--- config.mk ---
export PLATFORM = sky130hd
export DESIGN_NAME = timer_irq_unit_flat
export DESIGN_NICKNAME = d
export VERILOG_FILES = /design/src/rtl/timer_irq_pkg.sv /design/src/rtl/timer_irq_if.sv /design/src/rtl/timer_prescaler.sv /design/src/rtl/timer_irq_unit.sv /design/src/flat_wrapper.sv
export SDC_FILE = /design/constraint.sdc
export NUM_CORES = 1
export LEC_CHECK = 0
export BUFFER_PORTS_ARGS = -buffer_cell sky130_fd_sc_hd__buf_4
export CAP_MARGIN = 15
export CORE_UTILIZATION = 33
export DETAILED_ROUTE_END_ITERATION = 12
export PLACE_DENSITY_LB_ADDON = 0.25
export SETUP_SLACK_MARGIN = 0.5
export SYNTH_ARGS = -nofsm -noshare
export SYNTH_HDL_FRONTEND = slang
export SYNTH_SLANG_ARGS = --single-unit
--- constraint.sdc ---
create_clock -name clk -period 4.35 [get_ports clk]
set_input_delay 0.87 -clock clk [delete_from_list [all_inputs] [get_ports clk]]
set_output_delay 0.87 -clock clk [all_outputs]
set_load 0.02 [all_outputs]
--- src/rtl/timer_irq_pkg.sv ---
// Shared constants for timer_irq_unit: FSM state codes, register map, CTRL fields and MODE codes.
package timer_irq_pkg;

  typedef logic [1:0] state_t;

  localparam state_t ST_IDLE = 2'd0;
  localparam state_t ST_LOAD = 2'd1;
  localparam state_t ST_CNT  = 2'd2;
  localparam state_t ST_INT  = 2'd3;

  localparam logic [1:0] ADDR_CTRL   = 2'd0;
  localparam logic [1:0] ADDR_PRESET = 2'd1;
  localparam logic [1:0] ADDR_COUNT  = 2'd2;
  localparam logic [1:0] ADDR_RSVD   = 2'd3;

  localparam int CTRL_EN_BIT    = 0;
  localparam int CTRL_MODE_LSB  = 1;
  localparam int CTRL_MODE_W    = 2;
  localparam int CTRL_IM_BIT    = 3;
  localparam int CTRL_PRESC_LSB = 8;
  localparam int CTRL_PRESC_W   = 8;

  localparam logic [1:0] MODE_ONESHOT = 2'b00;
  localparam logic [1:0] MODE_AUTO    = 2'b01;

  // Codes 10/11 are not auto-reload, so they fall back to one-shot behaviour.
  function automatic logic is_auto_mode(input logic [1:0] mode);
    return (mode == MODE_AUTO);
  endfunction

endpackage

--- src/rtl/timer_irq_if.sv ---
// Peripheral-bus view of the timer: CPU bridge drives the strobe/address/data, timer returns read data and status.
interface timer_irq_if;
  logic        we;
  logic [1:0]  addr;
  logic [31:0] wdata;
  logic [31:0] rdata;
  logic        irq;
  logic        busy;

  modport master (output we, addr, wdata, input rdata, irq, busy);
  modport slave  (input we, addr, wdata, output rdata, irq, busy);
endinterface

--- src/rtl/timer_prescaler.sv ---
// Tick generator for the countdown: one tick every presc+1 cycles while run is high.
module timer_prescaler #(
  parameter int PW = 8
) (
  input  logic          clk,
  input  logic          reset,
  input  logic          clr,
  input  logic          run,
  input  logic [PW-1:0] presc,
  output logic          tick
);

  logic [PW-1:0] pcnt;

  assign tick = run && (pcnt == presc);

  // Held at zero while the timer reloads so every period starts with a full prescale interval.
  always_ff @(posedge clk or negedge reset) begin
    if (!reset)
      pcnt <= '0;
    else if (clr)
      pcnt <= '0;
    else if (run)
      pcnt <= tick ? '0 : pcnt + PW'(1);
  end

endmodule

--- src/rtl/timer_irq_unit.sv ---
// Memory-mapped countdown timer with one-shot / auto-reload modes driving one HWInt line.
// Build option: define TIMER_PRESCALE_EN to add the CTRL[15:8] PRESC field and the tick prescaler.
module timer_irq_unit
  import timer_irq_pkg::*;
#(
  parameter int CNT_W      = 32,
  parameter int RELOAD_GAP = 1
) (
  input  logic        clk,
  input  logic        reset,
  timer_irq_if.slave  bus
);

  localparam logic [1:0] GAP_LAST = 2'(RELOAD_GAP - 1);
  localparam logic [1:0] GAP_CLR  = 2'(RELOAD_GAP - 2);

  state_t           state;
  logic [CNT_W-1:0] preset;
  logic [CNT_W-1:0] count;
  logic [1:0]       gap_cnt;
  logic             irq_flag;
  logic             ctrl_en;
  logic [1:0]       ctrl_mode;
  logic             ctrl_im;
  logic             tick;
  logic             ctrl_wr;
  logic             preset_wr;
  logic             enter_int;
  logic             auto_clr;

`ifdef TIMER_PRESCALE_EN
  logic [CTRL_PRESC_W-1:0] ctrl_presc;

  timer_prescaler #(.PW(CTRL_PRESC_W)) u_prescaler (
    .clk   (clk),
    .reset (reset),
    .clr   (state == ST_LOAD),
    .run   (state == ST_CNT),
    .presc (ctrl_presc),
    .tick  (tick)
  );
`else
  assign tick = 1'b1;
`endif

  assign ctrl_wr   = bus.we && (bus.addr == ADDR_CTRL);
  assign preset_wr = bus.we && (bus.addr == ADDR_PRESET);
  assign enter_int = (state == ST_CNT) && ctrl_en && tick && (count <= CNT_W'(1));

  // In auto-reload the flag lives RELOAD_GAP cycles from INT entry; with a gap of 1 that is just the INT cycle.
  assign auto_clr = is_auto_mode(ctrl_mode) &&
                    (((RELOAD_GAP == 1) && (state == ST_INT)) ||
                     ((RELOAD_GAP > 1) && (state == ST_LOAD) && (gap_cnt == GAP_CLR)));

  // A CPU write to CTRL always beats the hardware EN clear issued from INT.
  always_ff @(posedge clk or negedge reset) begin
    if (!reset) begin
      ctrl_en   <= 1'b0;
      ctrl_mode <= MODE_ONESHOT;
      ctrl_im   <= 1'b0;
`ifdef TIMER_PRESCALE_EN
      ctrl_presc <= '0;
`endif
    end else if (ctrl_wr) begin
      ctrl_en   <= bus.wdata[CTRL_EN_BIT];
      ctrl_mode <= bus.wdata[CTRL_MODE_LSB +: CTRL_MODE_W];
      ctrl_im   <= bus.wdata[CTRL_IM_BIT];
`ifdef TIMER_PRESCALE_EN
      ctrl_presc <= bus.wdata[CTRL_PRESC_LSB +: CTRL_PRESC_W];
`endif
    end else if ((state == ST_INT) && !is_auto_mode(ctrl_mode)) begin
      ctrl_en <= 1'b0;
    end
  end

  always_ff @(posedge clk or negedge reset) begin
    if (!reset)
      preset <= '0;
    else if (preset_wr)
      preset <= bus.wdata[CNT_W-1:0];
  end

  always_ff @(posedge clk or negedge reset) begin
    if (!reset) begin
      state   <= ST_IDLE;
      count   <= '0;
      gap_cnt <= '0;
    end else begin
      case (state)
        ST_IDLE: begin
          if (ctrl_en) begin
            state   <= ST_LOAD;
            gap_cnt <= '0;
          end
        end
        ST_LOAD: begin
          if (!ctrl_en) begin
            state   <= ST_IDLE;
            gap_cnt <= '0;
          end else begin
            count <= preset;
            if (gap_cnt == GAP_LAST) begin
              state   <= ST_CNT;
              gap_cnt <= '0;
            end else begin
              gap_cnt <= gap_cnt + 2'd1;
            end
          end
        end
        ST_CNT: begin
          // A count of 0 or 1 ends the period, so a zero preset behaves like a preset of one.
          if (!ctrl_en) begin
            state <= ST_IDLE;
          end else if (tick) begin
            if (count > CNT_W'(1)) begin
              count <= count - CNT_W'(1);
            end else begin
              count <= '0;
              state <= ST_INT;
            end
          end
        end
        ST_INT: begin
          state   <= is_auto_mode(ctrl_mode) ? ST_LOAD : ST_IDLE;
          gap_cnt <= '0;
        end
        default: state <= ST_IDLE;
      endcase
    end
  end

  // The hardware set wins over a CTRL write landing while the timer sits in INT.
  always_ff @(posedge clk or negedge reset) begin
    if (!reset)
      irq_flag <= 1'b0;
    else if (enter_int)
      irq_flag <= 1'b1;
    else if (auto_clr)
      irq_flag <= 1'b0;
    else if (ctrl_wr && (state != ST_INT))
      irq_flag <= 1'b0;
  end

  assign bus.irq  = irq_flag & ctrl_im;
  assign bus.busy = (state == ST_LOAD) || (state == ST_CNT);

  always_comb begin
    bus.rdata = '0;
    case (bus.addr)
      ADDR_CTRL: begin
        bus.rdata[CTRL_EN_BIT]                    = ctrl_en;
        bus.rdata[CTRL_MODE_LSB +: CTRL_MODE_W]   = ctrl_mode;
        bus.rdata[CTRL_IM_BIT]                    = ctrl_im;
`ifdef TIMER_PRESCALE_EN
        bus.rdata[CTRL_PRESC_LSB +: CTRL_PRESC_W] = ctrl_presc;
`endif
      end
      ADDR_PRESET: bus.rdata = 32'(preset);
      ADDR_COUNT:  bus.rdata = 32'(count);
      default:     bus.rdata = '0;
    endcase
  end

endmodule

--- src/flat_wrapper.sv ---
// flat-port wrapper written by rule: the top's interface ports become plain ports
module timer_irq_unit_flat import timer_irq_pkg::*;
#(
  parameter int CNT_W      = 32,
  parameter int RELOAD_GAP = 1
)
  (clk, reset, bus_we, bus_addr, bus_wdata, bus_rdata, bus_irq, bus_busy);
  timer_irq_if bus_i ();
  input  logic clk;
  input  logic reset;
  input wire logic [$bits(bus_i.we)-1:0] bus_we;
  input wire logic [$bits(bus_i.addr)-1:0] bus_addr;
  input wire logic [$bits(bus_i.wdata)-1:0] bus_wdata;
  output wire logic [$bits(bus_i.rdata)-1:0] bus_rdata;
  output wire logic [$bits(bus_i.irq)-1:0] bus_irq;
  output wire logic [$bits(bus_i.busy)-1:0] bus_busy;
  assign bus_i.we = bus_we;
  assign bus_i.addr = bus_addr;
  assign bus_i.wdata = bus_wdata;
  assign bus_rdata = bus_i.rdata;
  assign bus_irq = bus_i.irq;
  assign bus_busy = bus_i.busy;
  timer_irq_unit #(.CNT_W(CNT_W), .RELOAD_GAP(RELOAD_GAP)) u_core (.clk(clk), .reset(reset), .bus(bus_i));
endmodule
==> run_results.csv <==
group,metric,value,unit
worst_setup_path,critPathBufInv,2,
worst_setup_path,crit_slowest_cell,"o41ai_4",
cts,postCtsSetupBuffers,0,
floorplan,start_util,34.5,%
timing,finalCritPeriodShare,74.6,%
timing,hold_viol,0,
detailed_routing,first_pass_iters,5,
worst_setup_path,critPathLaunch,"u_core.count[15]",
status,status,"finished, final reports clean",
logic_synthesis,syn_inst,451,
logic_synthesis,yosys.area.top_type_share,41.3,%
worst_setup_path,cp_cell_sequence,"nor4_2 > buf_4 > nand4_1 > o41ai_4 > buf_4 > o21ai_0 > a22o_1",
floorplan,coreArea,12800,um2
logic_synthesis,synth_cell_types,55,
cts,htreeDepth,3,
power_and_ir_drop,powerDensity,646,nW/um2
detailed_routing,via_per_inst,5.55,
timing,timing.fmax,308,MHz
cells_and_area,stdcell_area,5420,um2
cells_and_area,fin_cells,686,
floorplan,io_pins,71,
detailed_routing,initialDrtViolationCount,211,
logic_synthesis,synthTopCellsByArea,"dfrtp_1 41%, mux2_2 8.9%, a22oi_1 6.1%, a22o_1 5.9%, nor2b_1 4.1%",
global_route,track_usage,18.0,%
cts,root_buffer,"clkbuf_16",
timing,finalMaxSlewViolations,0,
place,place_area,5100,um2
worst_setup_path,crit_path_start_kind,"flip-flop",
logic_synthesis,synth_top_area_cell,"dfrtp_1",
global_route,grt_max_degree,74,
worst_setup_path,worst_path_most_repeated_cell,"buf_4",
logic_synthesis,yosysSeqAreaShare,41.3,%
global_route,antenna_found_initial,0,
place,dp_hpwl,7810,um
min_path,hp-start,"u_core.gap_cnt[0]",
detailed_routing,wl_per_cell,17.5,um
floorplan,die_y,118,um
logic_synthesis,async_flop_share,100,%
detailed_routing,wirelength,12000,um
worst_setup_path,crit_type,"flip-flop to flip-flop",
floorplan,fp-row-count,41,
global_route,grt_pass1_wl,19800,um
worst_setup_path,worstPathMaxFanout,15,
cts,hold_buffers,0,
worst_setup_path,cp_top_family,"compound AO/OA/AOI/OAI gates",
logic_synthesis,synth-edff-count,0,
place,gp_congestion,0.783,
cells_and_area,syn2layout_area_growth,22.6,%
cts,clock_path_buffers,2,
place,port_buffers,70,
logic_synthesis,synth.top_cells.by_count,"73 x dfrtp_1, 36 x a22oi_1, 35 x mux2_2",
cts,cts_tree,"yes",
detailed_routing,ant_nets,0,
cts,clock_sinks,73,
detailed_routing,drc_errors,0,
worst_setup_path,regToRegSetupSlack,1.10,ns
timing,fin_tns_setup,0,ns
logic_synthesis,yosysMostFrequentCell,"dfrtp_1",
timing,worstMarginPinSlew,0.950,ns
timing,min_period,3.25,ns
timing,finalSetupViolCount,0,
cells_and_area,nFillCells,1293,
cts,worstSkewPairLatency,0.34,ns
global_route,grt_overflow,0,
logic_synthesis,ys_warn_count,0,
worst_setup_path,cp.required,4.58,ns
worst_setup_path,cpPeakStageDelay,1.00,ns
min_path,hp-class,"flip-flop to flip-flop",
timing,slew_headroom,36.7,%
cells_and_area,layout-drive-gt1-share,26.8,%
logic_synthesis,synth.avg_cell_area,9.80,um2
detailed_routing,num_vias,3808,
worst_setup_path,critical_path_arrival,3.47,ns
timing,rsz0062_at_grt,"false",
logic_synthesis,synth_area,4420,um2
floorplan,die_area,13900,um2
logic_synthesis,synthFlopType,"dfrtp_1",
logic_synthesis,syn_nets,502,
place,dp_cells,669,
timing,final.setup_skew,0.00668,ns
cells_and_area,diodes,0,
cts,numCtsBuffers,9,
job,max_cap_violations,0,
cts,cts-resized-gates,0,
global_route,grt_pass1_vias,3861,
floorplan,dieWidth,118,um
power_and_ir_drop,p_leak,2.29,nW
worst_setup_path,critPathCaptureType,"flip-flop",
cells_and_area,fin_nets,560,
power_and_ir_drop,peakVddDrop,0.000314,V
cts,path_clk_slew,0.06,ns
logic_synthesis,ys_ff_latch,73,
worst_setup_path,r2r-start,"u_core.count[15]",
==> cells in the final DEF (no fill, tap or decap), types with 15 or more instances in the layout <==
| cell type | n |
|---|---|
| a22o_1 | 30 |
| a22oi_1 | 36 |
| buf_4 | 81 |
| dfrtp_1 | 73 |
| inv_1 | 16 |
| mux2_2 | 35 |
| nor2_1 | 30 |
| nor2b_1 | 29 |
| nor3_1 | 15 |
| o21ai_0 | 27 |
==> layout make-up <==
class | instances | area (um2) | share of cell area (%)
clock buffer | 14 | 284 | 5.24
clock inverter | 2 | 10.0 | 0.185
sequential | 73 | 1830 | 33.7
timing repair buffer | 82 | 636 | 11.7
inverter | 17 | 63.8 | 1.18
tap | 172 | 215 | 3.97
multi-input combinational | 326 | 2390 | 44.0
==> metal layers <==
metal / wire length, um / global-route usage (%) / vias to the layer above
met3: 594 / 4.31 / 18
met1: 5740 / 24.1 / 1855
met5: 0 / 0 / -
li1: - / - / 1828
met2: 5430 / 27.8 / 107
met4: 236 / 7.05 / 0
==> power breakdown <==
part           switching [W]  total, W  internal [W]  leakage [nW]
registers           0.000298   0.00121      0.000914         0.890
logic               0.000857   0.00156      0.000705          1.25
clock network       0.000282  0.000729      0.000447         0.149
total                0.00144   0.00350       0.00207          2.29
==> stage by stage <==
stage               hold WS, ns  utilization, %  worst slack, ns  power [W]
detailed placement        0.501            39.8             1.17    0.00276
CTS                       0.522            42.1             1.16    0.00350
global route              0.541            42.3            0.931    0.00377
finish                    0.515            42.3             1.10    0.00350
global placement          0.483            39.8             1.20    0.00271
floorplan                 0.466               -             1.54    0.00230
==> flip-flops by register name, indices dropped and copies added, names as in the netlist <==
register,count
u_core.irq_flag,1
u_core.count,32
u_core.ctrl_mode,2
u_core.preset,32
u_core.ctrl_en,1
u_core.gap_cnt,2
u_core.ctrl_im,1
u_core.state,2
==> worst register-to-register path: stages (launching register included) <==
cell and delay, ns:
dfrtp_1 0.45, nor4_2 0.32, buf_4 0.20, nand4_1 0.45, o41ai_4 1.01, buf_4 0.34
o21ai_0 0.11, a22o_1 0.25
==> final timing paths <==
check                                    end  depth (start not counted)
max in group asynchronous  u_core.preset[14]                          1
max reg2reg                 u_core.count[11]                          7
min reg2reg                u_core.gap_cnt[0]                          1
min in group asynchronous   u_core.preset[3]                          1
max                         u_core.count[11]                          7
min                        u_core.gap_cnt[0]                          1
==> cells by family (layout without fill, tap and decap cells) <==
kind of cell,after synthesis,count (layout),share of synthesized area [%]
AO/OA/AOI/OAI,140,140,23.7
adder cells (fa/ha/maj),14,14,3.96
buffers and inverters,52,115,4.98
flip-flops,73,73,41.3
multiplexers,36,36,9.14
AND/OR/NAND/NOR,136,136,16.9
Note: power is estimated with default switching activity, not from simulation.
